$ cat config.mk
export PLATFORM = sky130hd
export DESIGN_NAME = bk_sector_seq_flat
export DESIGN_NICKNAME = d
export VERILOG_FILES = /design/src/rtl/bk_sector_seq_if.sv /design/src/rtl/bk_sector_seq.sv /design/src/flat_wrapper.sv
export SDC_FILE = /design/constraint.sdc
export NUM_CORES = 1
export LEC_CHECK = 0
export CAP_MARGIN = 20
export CORE_ASPECT_RATIO = 1.5
export CORE_MARGIN = 1.5
export CORE_UTILIZATION = 37
export DETAILED_ROUTE_END_ITERATION = 12
export MAX_ROUTING_LAYER = met4
export PLACE_DENSITY_LB_ADDON = 0.15
export RECOVER_POWER = 25
export SYNTH_ARGS = -nofsm -noshare
export SYNTH_HDL_FRONTEND = slang
export SYNTH_SLANG_ARGS = --single-unit
$ cat constraint.sdc
create_clock -name clk_sys -period 2.2 [get_ports clk_sys]
set_input_delay 0.33 -clock clk_sys [delete_from_list [all_inputs] [get_ports clk_sys]]
set_output_delay 0.33 -clock clk_sys [all_outputs]
set_load 0.01 [all_outputs]
$ cat src/rtl/bk_sector_seq_if.sv
// rtl/bk_sector_seq_if.sv - hps_io SD block request/ack bundle for the sector sequencer
interface bk_sector_seq_if #(
   parameter int LBA_W = 32
);
   logic [LBA_W-1:0] sd_lba;
   logic             sd_rd;
   logic             sd_wr;
   logic             sd_ack;

   modport master (output sd_lba, output sd_rd, output sd_wr, input sd_ack);
   modport slave  (input sd_lba, input sd_rd, input sd_wr, output sd_ack);
endinterface

$ cat src/rtl/bk_sector_seq.sv
// rtl/bk_sector_seq.sv - save-state slot load/save sector sequencer over hps_io SD blocks
// Optional ack watchdog with sticky error enabled by BK_TIMEOUT_EN.
module bk_sector_seq #(
   parameter int SLOT_BITS = 2,
   parameter int SECT_BITS = 6,
   parameter int LBA_W     = 32,
   parameter int TIMEOUT_W = 24
) (
   input  logic                 clk_sys,
   input  logic                 RESET_n,
   input  logic                 enable,
   input  logic                 load_req,
   input  logic                 save_req,
   input  logic                 abort,
   input  logic [SLOT_BITS-1:0] slot,
   bk_sector_seq_if.master      sd,
   output logic                 busy,
   output logic                 loading,
   output logic [SECT_BITS-1:0] sect_idx,
   output logic                 done,
   output logic                 error
);

   typedef enum logic [1:0] {IDLE, REQ, XFER} state_t;

   state_t state;
   logic   ld_q, sv_q, ack_q, abort_seen;
   logic   ld_lvl, sv_lvl, start_ld, start_sv, ack_rise, ack_fall;

   assign ld_lvl   = load_req & enable;
   assign sv_lvl   = save_req & enable;
   assign start_ld = ld_lvl & ~ld_q;
   assign start_sv = sv_lvl & ~sv_q;
   assign ack_rise = sd.sd_ack & ~ack_q;
   assign ack_fall = ~sd.sd_ack & ack_q;

`ifdef BK_TIMEOUT_EN
   logic [TIMEOUT_W-1:0] tmo_cnt;
   logic [TIMEOUT_W-1:0] tmo_nxt;
   assign tmo_nxt = tmo_cnt + TIMEOUT_W'(1);
`else
   assign error = |TIMEOUT_W'(0);
`endif

   always_ff @(posedge clk_sys or negedge RESET_n) begin
      if (!RESET_n) begin
         state      <= IDLE;
         ld_q       <= 1'b0;
         sv_q       <= 1'b0;
         ack_q      <= 1'b0;
         abort_seen <= 1'b0;
         sd.sd_lba  <= '0;
         sd.sd_rd   <= 1'b0;
         sd.sd_wr   <= 1'b0;
         busy       <= 1'b0;
         loading    <= 1'b0;
         sect_idx   <= '0;
         done       <= 1'b0;
`ifdef BK_TIMEOUT_EN
         tmo_cnt    <= '0;
         error      <= 1'b0;
`endif
      end else begin
         // Edge registers run in every state so starts seen while busy are consumed.
         ld_q  <= ld_lvl;
         sv_q  <= sv_lvl;
         ack_q <= sd.sd_ack;
         done  <= 1'b0;

         case (state)
            IDLE: begin
               if (start_ld || start_sv) begin
                  state      <= REQ;
                  busy       <= 1'b1;
                  loading    <= start_ld;
                  sd.sd_rd   <= start_ld;
                  sd.sd_wr   <= ~start_ld;
                  sd.sd_lba  <= LBA_W'({slot, {SECT_BITS{1'b0}}});
                  sect_idx   <= '0;
                  abort_seen <= 1'b0;
`ifdef BK_TIMEOUT_EN
                  tmo_cnt    <= '0;
                  error      <= 1'b0;
`endif
               end
            end

            REQ: begin
               if (ack_rise) begin
                  sd.sd_rd   <= 1'b0;
                  sd.sd_wr   <= 1'b0;
                  abort_seen <= abort;
                  state      <= XFER;
               end else if (abort) begin
                  sd.sd_rd <= 1'b0;
                  sd.sd_wr <= 1'b0;
                  done     <= 1'b1;
                  busy     <= 1'b0;
                  loading  <= 1'b0;
                  state    <= IDLE;
               end
            end

            XFER: begin
               if (ack_fall) begin
                  if ((&sect_idx) || abort_seen || abort) begin
                     done    <= 1'b1;
                     busy    <= 1'b0;
                     loading <= 1'b0;
                     state   <= IDLE;
                  end else begin
                     sd.sd_lba  <= sd.sd_lba + LBA_W'(1);
                     sect_idx   <= sect_idx + SECT_BITS'(1);
                     sd.sd_rd   <= loading;
                     sd.sd_wr   <= ~loading;
                     abort_seen <= 1'b0;
                     state      <= REQ;
                  end
               end else begin
                  abort_seen <= abort_seen | abort;
               end
            end

            default: state <= IDLE;
         endcase

`ifdef BK_TIMEOUT_EN
         // Watchdog overrides whatever the state logic chose this cycle.
         if (state != IDLE) begin
            if (ack_rise || ack_fall) begin
               tmo_cnt <= '0;
            end else if (&tmo_nxt) begin
               tmo_cnt  <= '0;
               error    <= 1'b1;
               sd.sd_rd <= 1'b0;
               sd.sd_wr <= 1'b0;
               done     <= 1'b1;
               busy     <= 1'b0;
               loading  <= 1'b0;
               state    <= IDLE;
            end else begin
               tmo_cnt <= tmo_nxt;
            end
         end
`endif
      end
   end

endmodule

$ cat src/flat_wrapper.sv
// flat-port wrapper written by rule: the top's interface ports become plain ports
module bk_sector_seq_flat 
#(
   parameter int SLOT_BITS = 2,
   parameter int SECT_BITS = 6,
   parameter int LBA_W     = 32,
   parameter int TIMEOUT_W = 24
)
  (clk_sys, RESET_n, enable, load_req, save_req, abort, slot, busy, loading, sect_idx, done, error, sd_sd_lba, sd_sd_rd, sd_sd_wr, sd_sd_ack);
  bk_sector_seq_if #(.LBA_W(LBA_W)) sd_i ();
  input  logic clk_sys;
  input  logic RESET_n;
  input  logic enable;
  input  logic load_req;
  input  logic save_req;
  input  logic abort;
  input  logic [SLOT_BITS-1:0] slot;
  output logic busy;
  output logic loading;
  output logic [SECT_BITS-1:0] sect_idx;
  output logic done;
  output logic error;
  output wire logic [$bits(sd_i.sd_lba)-1:0] sd_sd_lba;
  output wire logic [$bits(sd_i.sd_rd)-1:0] sd_sd_rd;
  output wire logic [$bits(sd_i.sd_wr)-1:0] sd_sd_wr;
  input wire logic [$bits(sd_i.sd_ack)-1:0] sd_sd_ack;
  assign sd_sd_lba = sd_i.sd_lba;
  assign sd_sd_rd = sd_i.sd_rd;
  assign sd_sd_wr = sd_i.sd_wr;
  assign sd_i.sd_ack = sd_sd_ack;
  bk_sector_seq #(.SLOT_BITS(SLOT_BITS), .SECT_BITS(SECT_BITS), .LBA_W(LBA_W), .TIMEOUT_W(TIMEOUT_W)) u_core (.clk_sys(clk_sys), .RESET_n(RESET_n), .enable(enable), .load_req(load_req), .save_req(save_req), .abort(abort), .slot(slot), .sd(sd_i), .busy(busy), .loading(loading), .sect_idx(sect_idx), .done(done), .error(error));
endmodule
==> reports/summary.log, run 1 <==
INFO  critical_path  crit_path_max_fanout=12
INFO  floorplanning  start_util=0.379
INFO  sta            slew_viol_final=0
INFO  clock_network  clock_latency=0.32ns
INFO  sta            holdWs=0.529ns
INFO  floorplanning  io_pins=53
INFO  layout         n_fill_cell=678
INFO  power          ir_drop=0.743mV
INFO  critical_path  start_kind=flip-flop
INFO  critical_path  critical_path_required=2.45ns
INFO  critical_path  ff_to_ff_setup_slack=-0.07ns
INFO  placed_design  dp.cells=486
INFO  layout         areaGrowthSynthToFinish=50.8%
INFO  floorplanning  coreArea=7180um2
INFO  sta            rsz0062_at_grt=yes
INFO  synth          synth_nets=309
INFO  critical_path  end_of_the_worst_register_to_register_path=u_core.sd.sd_lba[22]
INFO  sta            max_freq=440MHz
INFO  clock_network  tritoncts=yes
INFO  critical_path  setup.worst_path.class=reg2reg
INFO  grt            grt_usage=0.214
INFO  worst_hold_path worst_hold_startpoint=u_core.busy
INFO  floorplanning  dieWidth=73.0um
INFO  synth          yosysMostFrequentCell=dfrtp_1
INFO  sta            finalHoldViolCount=0
INFO  synth          netlist_top_cells_count=dfrtp_1 (49), a21oi_1 (29), nand2_1 (22)
INFO  route          dr.pass1.iters=4
INFO  synth          yosys.area.top_type=dfrtp_1
INFO  layout         num_antenna_cells=0
INFO  synth          netlist_instances=294
INFO  clock_network  clock_sinks=49
INFO  floorplanning  fp.dieH=108um
INFO  layout         finalNetCount=422
INFO  sta            final.setup.worst_slack=-0.0705ns
INFO  grt            grt_overflow_total=0
INFO  run_status     run_status=finished, violations left
INFO  route          wire_per_inst=15.5um
INFO  grt            first_global_vias=2734
INFO  route          vias_per_cell=5.35
INFO  route          post-route-drc-count=0
INFO  critical_path  crit_path_end_kind=flip-flop
INFO  sta            timing.max_slew.rel_slack=0.356
INFO  route          drtIter0Drc=100
INFO  grt            antenna_violations_before_repair=0
INFO  grt            grt_pass1_wl=12.8mm
INFO  clock_network  buffer_type_at_the_clock_tree_root=clkbuf_8
INFO  worst_hold_path hold_path.class=reg2reg
INFO  synth          synthTopCellsByArea=dfrtp_1 (45%), a21oi_1 (5.3%), o31ai_1 (4.1%), or4_1 (4.1%), nand3_1 (3.5%)
INFO  placed_design  gp_routability_congestion=0.847
INFO  clock_network  path_clk_slew=0.09ns
INFO  synth          synth-edff-count=0
INFO  placed_design  post-place-ws=-0.240ns
INFO  sta            setup_total_negative_slack=-0.403ns
INFO  layout         final-instance-count-excl-fill=508
INFO  synth          most_used_flip_flop_cell_after_synthesis=dfrtp_1
INFO  sta            timing_worst_slew_pin_value=0.966ns
INFO  synth          synth_area=2720um2
INFO  sta            finalWorstPathRequiredPeriod=2.27ns
INFO  run_status     failed_checks=setup timing
INFO  power          power.leakage=0.00171uW
INFO  grt            largest_net_degree_at_the_start_of_global_routing=33
INFO  flow_run       timing.max_cap.violations=0
INFO  sta            final.setup_skew=0.00744ns
INFO  critical_path  timing.critical_path.arrival=2.52ns
INFO  route          ant_nets=0
INFO  layout         share_of_cells_above_drive_strength_1=0.255
INFO  sta            timing.final.setup_violations=12
INFO  synth          ys_warn_count=0
INFO  synth          postSynth.asyncResetShare=1.00
INFO  worst_hold_path endpoint_with_the_worst_hold_slack=u_core.busy
INFO  route          routed-via-count=2717
INFO  critical_path  regToRegStartpoint=u_core.state[0]
INFO  placed_design  buffer_ports.inserted=51
INFO  power          power_per_cell_area=850nW/um2
INFO  clock_network  clock_tree.buffer_depth=2
INFO  route          wl=7.87mm
INFO  synth          synth.lib_cells_used.distinct=51
INFO  clock_network  htree_num_levels=2
INFO  synth          number_of_register_bits_inferred_by_synthesis=49
INFO  clock_network  cts_made_buffers=5
INFO  synth          post_synth.cell_area_avg=9.24um2
INFO  worst_hold_path min_delay_path_depth=2
INFO  floorplanning  design.die.area=7880um2
INFO  placed_design  hpwl_after_dpl=5.53mm
INFO  sta            final_cycle_share=1.03
INFO  synth          synth_seq_area_share=0.451
INFO  synth          post-synth-top-area-fraction=0.451
INFO  floorplanning  num_rows=38
INFO  critical_path  r2r_cells=8
cells in the final DEF, fill, tap and decap left out, drive strengths merged, types with 5 or more instances in the layout:
cell type,n
nand2b,6
nor3,5
buf,61
o31ai,15
clkdlybuf4s50,48
nand2,22
o21ai,7
dfrtp,49
or2,6
a21oi,29
clkbuf,12
nor2,18
inv,14
nand3,19
or4,16
mux2i,6
ha,6
nand4,12
worst max-delay path by stage:
| stage | startpoint | end | slack (ns) | depth (start not counted) |
|---|---|---|---|---|
| 2_1_floorplan | u_core.state[0] | u_core.sd.sd_lba[5] | -0.05 | 7 |
| 3_3_place_gp | abort | u_core.sd.sd_lba[31] | -0.21 | 7 |
| 3_5_place_dp | abort | u_core.sd.sd_lba[27] | -0.24 | 7 |
| 4_1_cts | u_core.state[0] | u_core.sd.sd_lba[22] | -0.05 | 8 |
| 5_1_grt | u_core.state[0] | u_core.sd.sd_lba[18] | -0.16 | 8 |
| 6_report | u_core.state[0] | u_core.sd.sd_lba[22] | -0.07 | 8 |
cell type report:
class | count | area (um2) | share of cell area
multi-input combinational | 221 | 1580 | 0.387
sequential | 49 | 1230 | 0.300
timing repair buffer | 116 | 1030 | 0.251
tap | 100 | 125 | 0.0305
clock buffer | 8 | 80.1 | 0.0195
inverter | 14 | 52.6 | 0.0128
flip-flops by register name, indices dropped and copies added (netlist names):
signal             flops
u_core.sv_q            1
u_core.state           2
u_core.done            1
u_core.ack_q           1
u_core.ld_q            1
u_core.abort_seen      1
u_core.busy            1
u_core.sd.sd_rd        1
u_core.loading         1
u_core.sd.sd_lba      32
u_core.sect_idx        6
u_core.sd.sd_wr        1
timing repair:
item,CTS,global route
gates cloned,0,1
gates resized for setup,16,17
hold buffers,1,0
hold endpoints to repair,16,0
buffers inserted,9,4
pin swaps,15,8
setup endpoints to repair,22,26
through the flow:
stage	util	total power, uW	cell area, um2
after detailed placement	0.525	2750	3770
after CTS	0.554	3420	3980
after global placement	0.525	2720	3770
after global routing	0.571	3700	4100
after floorplan	-	1920	2790
final	0.571	3480	4100
logic make-up (layout without fill, tap and decap cells):
logic type	Yosys count	in the layout	synth area share
fa+ha+maj	6	6	0.0276
flops	49	49	0.451
compound gates	77	77	0.190
xor+xnor	6	6	0.0193
mux	8	8	0.0304
other cells	1	1	0.00138
simple gates	122	123	0.244
buf+inv	25	138	0.0359
report_power, final:
group          switching, uW  total, uW  internal (uW)
Combinational            876       1850            976
Sequential              86.4       1090           1010
Clock                    313        540            227
worst max-delay path: stages, from the launching register on:
cell     delay (ns)
dfrtp_1        0.40
inv_2          0.08
ha_4           0.14
or3b_4         0.39
a32oi_2        0.20
nand4_1        0.17
buf_6          0.18
or4_1          0.50
a21oi_1        0.15
per-layer routing:
layer	vias up	part of all wire	GRT usage
li1	1326	-	-
met3	10	0.024	0.0336
met4	0	0.020	0.0903
met2	46	0.54	0.363
met5	-	0	-
met1	1335	0.42	0.248
No activity file was read; power rests on OpenSTA's default activity.
==> run 2: changes to the inputs <==
CORE_MARGIN = default   (was 1.5)
==> run 2 against run 1 <==
The flow still finishes with violations (setup timing). Count of clock-buffer cells in the layout fell by 3. Design area fell by 0.61%. Critical path depth did not move. Sequential share of layout area rose by 0.18 points. Worst hold slack got worse by 0.24 ns. Sequential power barely moved. Non-clock buffer count fell by 7. Via count fell by 0.29%. Routed wire length fell by 3.9%. Worst setup slack got worse by 0.043 ns. Global-route usage fell by 0.076 points. Largest power group unchanged.
==> reports/summary.log, run 2 (synthesis results as in run 1) <==
INFO  power          ir_drop=0.697mV
INFO  layout         largest_register_by_flop_count=u_core.sd.sd_lba
INFO  route          wire_per_inst=15.2um
INFO  flow_run       timing.max_cap.violations=0
INFO  route          drtIter0Drc=247
INFO  critical_path  ff_to_ff_setup_slack=-0.11ns
INFO  floorplanning  dieWidth=72.0um
INFO  clock_network  clock_sinks=49
INFO  grt            antenna_violations_before_repair=0
INFO  clock_network  path_clk_slew=0.09ns
INFO  critical_path  cpMaxStageDelayCell=or4_1
INFO  sta            finalHoldViolCount=0
INFO  placed_design  hpwl_after_dpl=5.47mm
INFO  grt            first_global_vias=2671
INFO  route          vias_per_cell=5.45
INFO  worst_hold_path hold_path.class=in2async
INFO  sta            timing.max_slew.rel_slack=0.127
INFO  grt            grt_overflow_total=0
INFO  placed_design  buffer_ports.inserted=51
INFO  clock_network  clock_latency=0.30ns
INFO  power          power.leakage=0.00170uW
INFO  critical_path  critical_path_required=2.44ns
INFO  critical_path  r2r_cells=8
INFO  layout         largest_register_ff_count=32
INFO  clock_network  buffer_type_at_the_clock_tree_root=clkbuf_8
INFO  sta            finalWorstPathRequiredPeriod=2.31ns
INFO  floorplanning  fp.dieH=107um
INFO  critical_path  critical_path.endpoint=u_core.sd.sd_lba[19]
INFO  sta            final.setup_skew=0.00496ns
INFO  route          ant_nets=0
INFO  floorplanning  coreArea=6990um2
INFO  layout         num_antenna_cells=0
INFO  layout         finalNetCount=414
INFO  critical_path  critPathLaunch=u_core.state[0]
INFO  layout         share_of_cells_above_drive_strength_1=0.263
INFO  critical_path  start_kind=flip-flop
INFO  critical_path  crit_path_end_kind=flip-flop
INFO  layout         regs_by_ff_count=u_core.sd.sd_lba x32, u_core.sect_idx x6, u_core.state x2
INFO  layout         final_common_cell=buf_4
INFO  sta            final.setup.worst_slack=-0.114ns
INFO  layout         areaGrowthSynthToFinish=49.9%
INFO  clock_network  clock_tree.buffer_depth=2
INFO  run_status     run_status=finished, violations left
INFO  route          routed-via-count=2709
INFO  sta            rsz0062_at_grt=yes
INFO  critical_path  crit_cells=8
INFO  clock_network  cts_hold_repair.buffers=0
INFO  layout         layout_common_cells=buf_4 (53), clkdlybuf4s50_1 (49), dfrtp_1 (48), a21oi_1 (24), nand2_1 (22)
INFO  power          totalPowerFinal=3700uW
INFO  route          post-route-drc-count=0
INFO  route          wl=7.56mm
INFO  floorplanning  num_rows=37
INFO  grt            grt_pass1_wl=12.8mm
INFO  floorplanning  start_util=0.389
INFO  sta            final_cycle_share=1.05
INFO  critical_path  cp_slowest_stage_delay=0.44ns
INFO  critical_path  crit_path_max_fanout=8
INFO  layout         fin_util=0.583
INFO  floorplanning  design.die.area=7700um2
INFO  critical_path  crit_path_cell_trace=inv_2 > ha_4 > or3b_4 > a32o_2 > or2_1 > buf_4 > or4_1 > a21oi_2
INFO  placed_design  gp_routability_congestion=0.854
INFO  power          power_per_cell_area=908nW/um2
INFO  sta            slew_viol_final=0
INFO  clock_network  htree_num_levels=2
INFO  critical_path  regToRegStartpoint=u_core.state[0]
INFO  critical_path  cell_type_group_with_the_largest_total_delay_on_the_critical_path=simple AND/OR/NAND/NOR gates
INFO  grt            largest_net_degree_at_the_start_of_global_routing=33
INFO  run_status     failed_checks=setup timing
INFO  sta            max_freq=432MHz
INFO  route          dr.pass1.iters=4
INFO  sta            timing.final.setup_violations=14
INFO  sta            holdWs=0.292ns
INFO  critical_path  crit_buf_inv=2
INFO  floorplanning  io_pins=53
INFO  layout         n_fill_cell=638
INFO  critical_path  end_of_the_worst_register_to_register_path=u_core.sd.sd_lba[19]
INFO  clock_network  cts_made_buffers=5
INFO  clock_network  tritoncts=yes
INFO  sta            timing_worst_slew_pin_value=1.31ns
INFO  critical_path  setup.worst_path.class=reg2reg
INFO  critical_path  timing.critical_path.arrival=2.55ns
INFO  grt            grt_usage=0.213
==> run 2: cell types whose count changed in the layout (fill, tap and decap cells not counted), sizes merged <==
cell and delta:
dlygate4sd3 -2, or2 -1, bufinv +2, clkinv +1
clkbuf -5, clkdlybuf4s50 +1, buf -4
==> run 2: area by class of cell <==
class	count	area [um2]	area share
multi-input cells	220	1580	0.387
flip-flops and latches	49	1230	0.301
repair buffers	109	961	0.236
well taps	97	121	0.0298
clock buffers	5	68.8	0.0169
clock inverters	3	65.1	0.0160
inverters	14	52.6	0.0129
==> run 2: worst min path at each step <==
stage,from,endpoint,slack (ns),cells past startpoint
2_1_floorplan,RESET_n,u_core.abort_seen,0.03,0
3_3_place_gp,RESET_n,u_core.sd.sd_lba[8],0.36,1
3_5_place_dp,RESET_n,u_core.sd.sd_lba[13],0.36,1
4_1_cts,RESET_n,u_core.sv_q,0.03,1
5_1_grt,RESET_n,u_core.sv_q,0.44,1
6_report,RESET_n,u_core.sd.sd_lba[13],0.29,1
==> run 2: per-layer routing <==
| metal | up-vias | part of all wire | track usage |
|---|---|---|---|
| met5 | - | 0 | - |
| met4 | 0 | 0.015 | 0.0574 |
| met3 | 10 | 0.028 | 0.0244 |
| met2 | 55 | 0.53 | 0.371 |
| met1 | 1332 | 0.42 | 0.260 |
| li1 | 1312 | - | - |
==> run 2: timing repair <==
item                                    CTS  global route
pin swaps                                 4             6
endpoints found under the setup margin   26            30
gates resized for setup                   5            24
gates cloned                              0             0
buffers inserted                          6             1
==> run 2: report_power, final <==
part           switching [uW]  internal, uW
combinational             881           959
sequential               82.2          1010
clock                     316           452
==> run 2: per-stage QoR <==
step	setup slack, ns	TNS [ns]	cells	instance area, um2
after floorplan	-0.0455	-0.125	294	2790
after global placement	-0.196	-4.25	482	3760
after detailed placement	-0.206	-4.35	482	3760
after CTS	-0.0783	-0.711	496	3970
after global routing	-0.221	-2.39	497	4070
final	-0.114	-0.609	497	4070
==> run 2: worst reg2reg max path, stage by stage, from the launching register on <==
cell,delay [ns]
dfrtp_1,0.39
inv_2,0.08
ha_4,0.15
or3b_4,0.40
a32o_2,0.27
or2_1,0.22
buf_4,0.17
or4_1,0.44
a21oi_2,0.14
==> run 3: changes to the inputs <==
CORE_UTILIZATION = 40   (was 37)
REMOVE_ABC_BUFFERS = 1   (was default)
==> run 3 against run 2 <==
The run still ends with setup timing left. Routed wire length shrank 6.5%. Register-to-register slack improved by 0.04 ns. Sequential power hardly changed. Highest routed layer unchanged. Global-route usage is 0.68 points lower.
==> reports/summary.log, run 3 (synthesis results as in run 1) <==
INFO  sta            rsz0062_at_grt=yes
INFO  layout         seqCellArea=1230um2
INFO  clock_network  clock_latency=0.29ns
INFO  critical_path  setup.worst_path.class=reg2reg
INFO  clock_network  cts_hold_repair.buffers=0
INFO  route          routed-via-count=2618
INFO  clock_network  tritoncts=yes
INFO  layout         num_antenna_cells=0
INFO  layout         layout_common_cells=clkdlybuf4s50_1 (49), dfrtp_1 (49), buf_4 (41), a21oi_1 (26), nand2_1 (22)
INFO  sta            timing.final.setup_violations=11
INFO  power          net_switching_power=1210uW
INFO  sta            max_freq=440MHz
INFO  power          power_per_cell_area=852nW/um2
INFO  layout         finalNetCount=404
INFO  clock_network  buffer_type_at_the_clock_tree_root=clkbuf_8
INFO  grt            grt_usage=0.206
INFO  grt            first_global_vias=2418
INFO  run_status     run_status=finished, violations left
INFO  layout         multi_input_area=1510um2
INFO  power          power.leakage=0.00160uW
INFO  placed_design  detailed_place.area=3660um2
INFO  clock_network  clock_tree.buffer_depth=2
INFO  layout         fin_util=0.591
INFO  sta            timing.max_slew.rel_slack=0.0858
INFO  sta            final.setup.worst_slack=-0.0750ns
INFO  layout         areaGrowthSynthToFinish=42.1%
INFO  route          wire_per_inst=15.2um
INFO  layout         largest_register_ff_count=32
INFO  power          swShare=0.367
INFO  clock_network  clock_sinks=49
INFO  route          ant_nets=0
INFO  layout         finish.instance_area=3860um2
INFO  critical_path  critPathLaunch=u_core.state[0]
INFO  critical_path  critical_path_required=2.43ns
INFO  critical_path  timing.critical_path.arrival=2.50ns
INFO  route          post-route-drc-count=0
INFO  sta            finalWorstPathRequiredPeriod=2.27ns
INFO  clock_network  htree_num_levels=2
INFO  floorplanning  num_rows=36
INFO  layout         n_fill_cell=577
INFO  route          dr.pass1.iters=4
INFO  layout         regs_by_ff_count=u_core.sd.sd_lba x32, u_core.sect_idx x6, u_core.state x2
INFO  grt            antenna_violations_before_repair=0
INFO  sta            final_cycle_share=1.03
INFO  sta            slew_viol_final=0
INFO  power          p_int=2080uW
INFO  floorplanning  io_pins=53
INFO  placed_design  gp_routability_congestion=0.821
INFO  flow_run       timing.max_cap.violations=0
INFO  critical_path  start_kind=flip-flop
INFO  floorplanning  design.die.area=7130um2
INFO  route          vias_per_cell=5.63
INFO  placed_design  buffer_ports.inserted=51
INFO  sta            timing_worst_slew_pin_value=1.37ns
INFO  route          wl=7.07mm
INFO  power          share_seq_of_total_power=0.330
INFO  floorplanning  dieWidth=69.3um
INFO  worst_hold_path hold_path.class=in2async
INFO  route          drtIter0Drc=172
INFO  critical_path  crit_path_max_fanout=4
INFO  grt            largest_net_degree_at_the_start_of_global_routing=33
INFO  grt            grt_pass1_wl=11.5mm
INFO  power          ir_drop=0.589mV
INFO  placed_design  hpwl_after_dpl=5.22mm
INFO  clock_network  path_clk_slew=0.09ns
INFO  critical_path  regToRegStartpoint=u_core.state[0]
INFO  layout         share_of_cells_above_drive_strength_1=0.203
INFO  floorplanning  coreArea=6530um2
INFO  grt            grt_overflow_total=0
INFO  floorplanning  start_util=0.416
INFO  power          clkPwrFrac=0.162
INFO  critical_path  crit_path_end_kind=flip-flop
INFO  run_status     failed_checks=setup timing
INFO  floorplanning  fp.dieH=103um
INFO  power          share_comb_of_total_power=0.508
INFO  sta            final.setup_skew=0.00371ns
INFO  sta            finalHoldViolCount=0
INFO  layout         largest_register_by_flop_count=u_core.sd.sd_lba
INFO  placed_design  post-place-ws=-0.338ns
INFO  clock_network  cts_made_buffers=5
-- run 3: worst max-delay path, stage by stage (launching register included) --
cell and delay [ns]:
dfrtp_1 0.39, inv_2 0.08, ha_4 0.13, or3b_4 0.40, a32o_2 0.26, or4_4 0.49, or3_1 0.33, a21oi_2 0.13
-- run 3: through the flow --
| stage | total power [uW] | hold WS (ns) | std cells | setup TNS (ns) |
|---|---|---|---|---|
| 2_1_floorplan | 1860 | 0.0344 | 283 | -27.20 |
| 3_3_place_gp | 2620 | 0.370 | 456 | -6.93 |
| 3_5_place_dp | 2630 | 0.377 | 456 | -7.22 |
| 4_1_cts | 3300 | 0.0520 | 465 | -0.370 |
| 5_1_grt | 3510 | 0.464 | 465 | -1.65 |
| 6_report | 3290 | 0.324 | 465 | -0.360 |
-- run 3: metal layers --
layer	share of wire	up-vias	GRT usage	routed length, um
li1	-	1290	-	-
met1	0.43	1261	0.239	3050
met2	0.53	59	0.373	3720
met3	0.027	8	0.0235	192
met4	0.016	0	0.0659	114
met5	0	-	-	0
-- run 3: path summary, 6_finish.rpt --
| check | slack [ns] | cells after the start | end |
|---|---|---|---|
| setup / recovery | -0.07 | 7 | u_core.sd.sd_lba[5] |
| hold / removal | 0.32 | 1 | u_core.sd.sd_lba[26] |
| setup reg to reg | -0.07 | 7 | u_core.sd.sd_lba[5] |
| hold reg to reg | 0.51 | 1 | u_core.sd.sd_wr |
| max in group asynchronous | 0.57 | 2 | u_core.loading |
| min in group clk_sys | 0.51 | 1 | u_core.sd.sd_wr |
-- run 3: power groups by stage --
| stage | Combinational, uW | Sequential, uW | Clock, uW |
|---|---|---|---|
| floorplan | 727 | 1140 | 0 |
| global placement | 1530 | 1090 | 0 |
| detailed placement | 1530 | 1090 | 0 |
| CTS | 1660 | 1080 | 556 |
| global route | 1810 | 1100 | 591 |
| finish | 1670 | 1080 | 534 |
-- run 3: final cells by class --
class / count / share of cell area
Clock buffer: 7 / 0.0224
Inverter: 14 / 0.0136
Multi-Input combinational cell: 220 / 0.391
Sequential cell: 49 / 0.317
Tap cell: 76 / 0.0246
Timing Repair Buffer: 99 / 0.231
-- run 3: what timing repair did --
action | in CTS | in global routing
endpoints found under the setup margin | 28 | 22
buffers inserted | 2 | 0
pin swaps | 13 | 2
resized for setup | 17 | 9
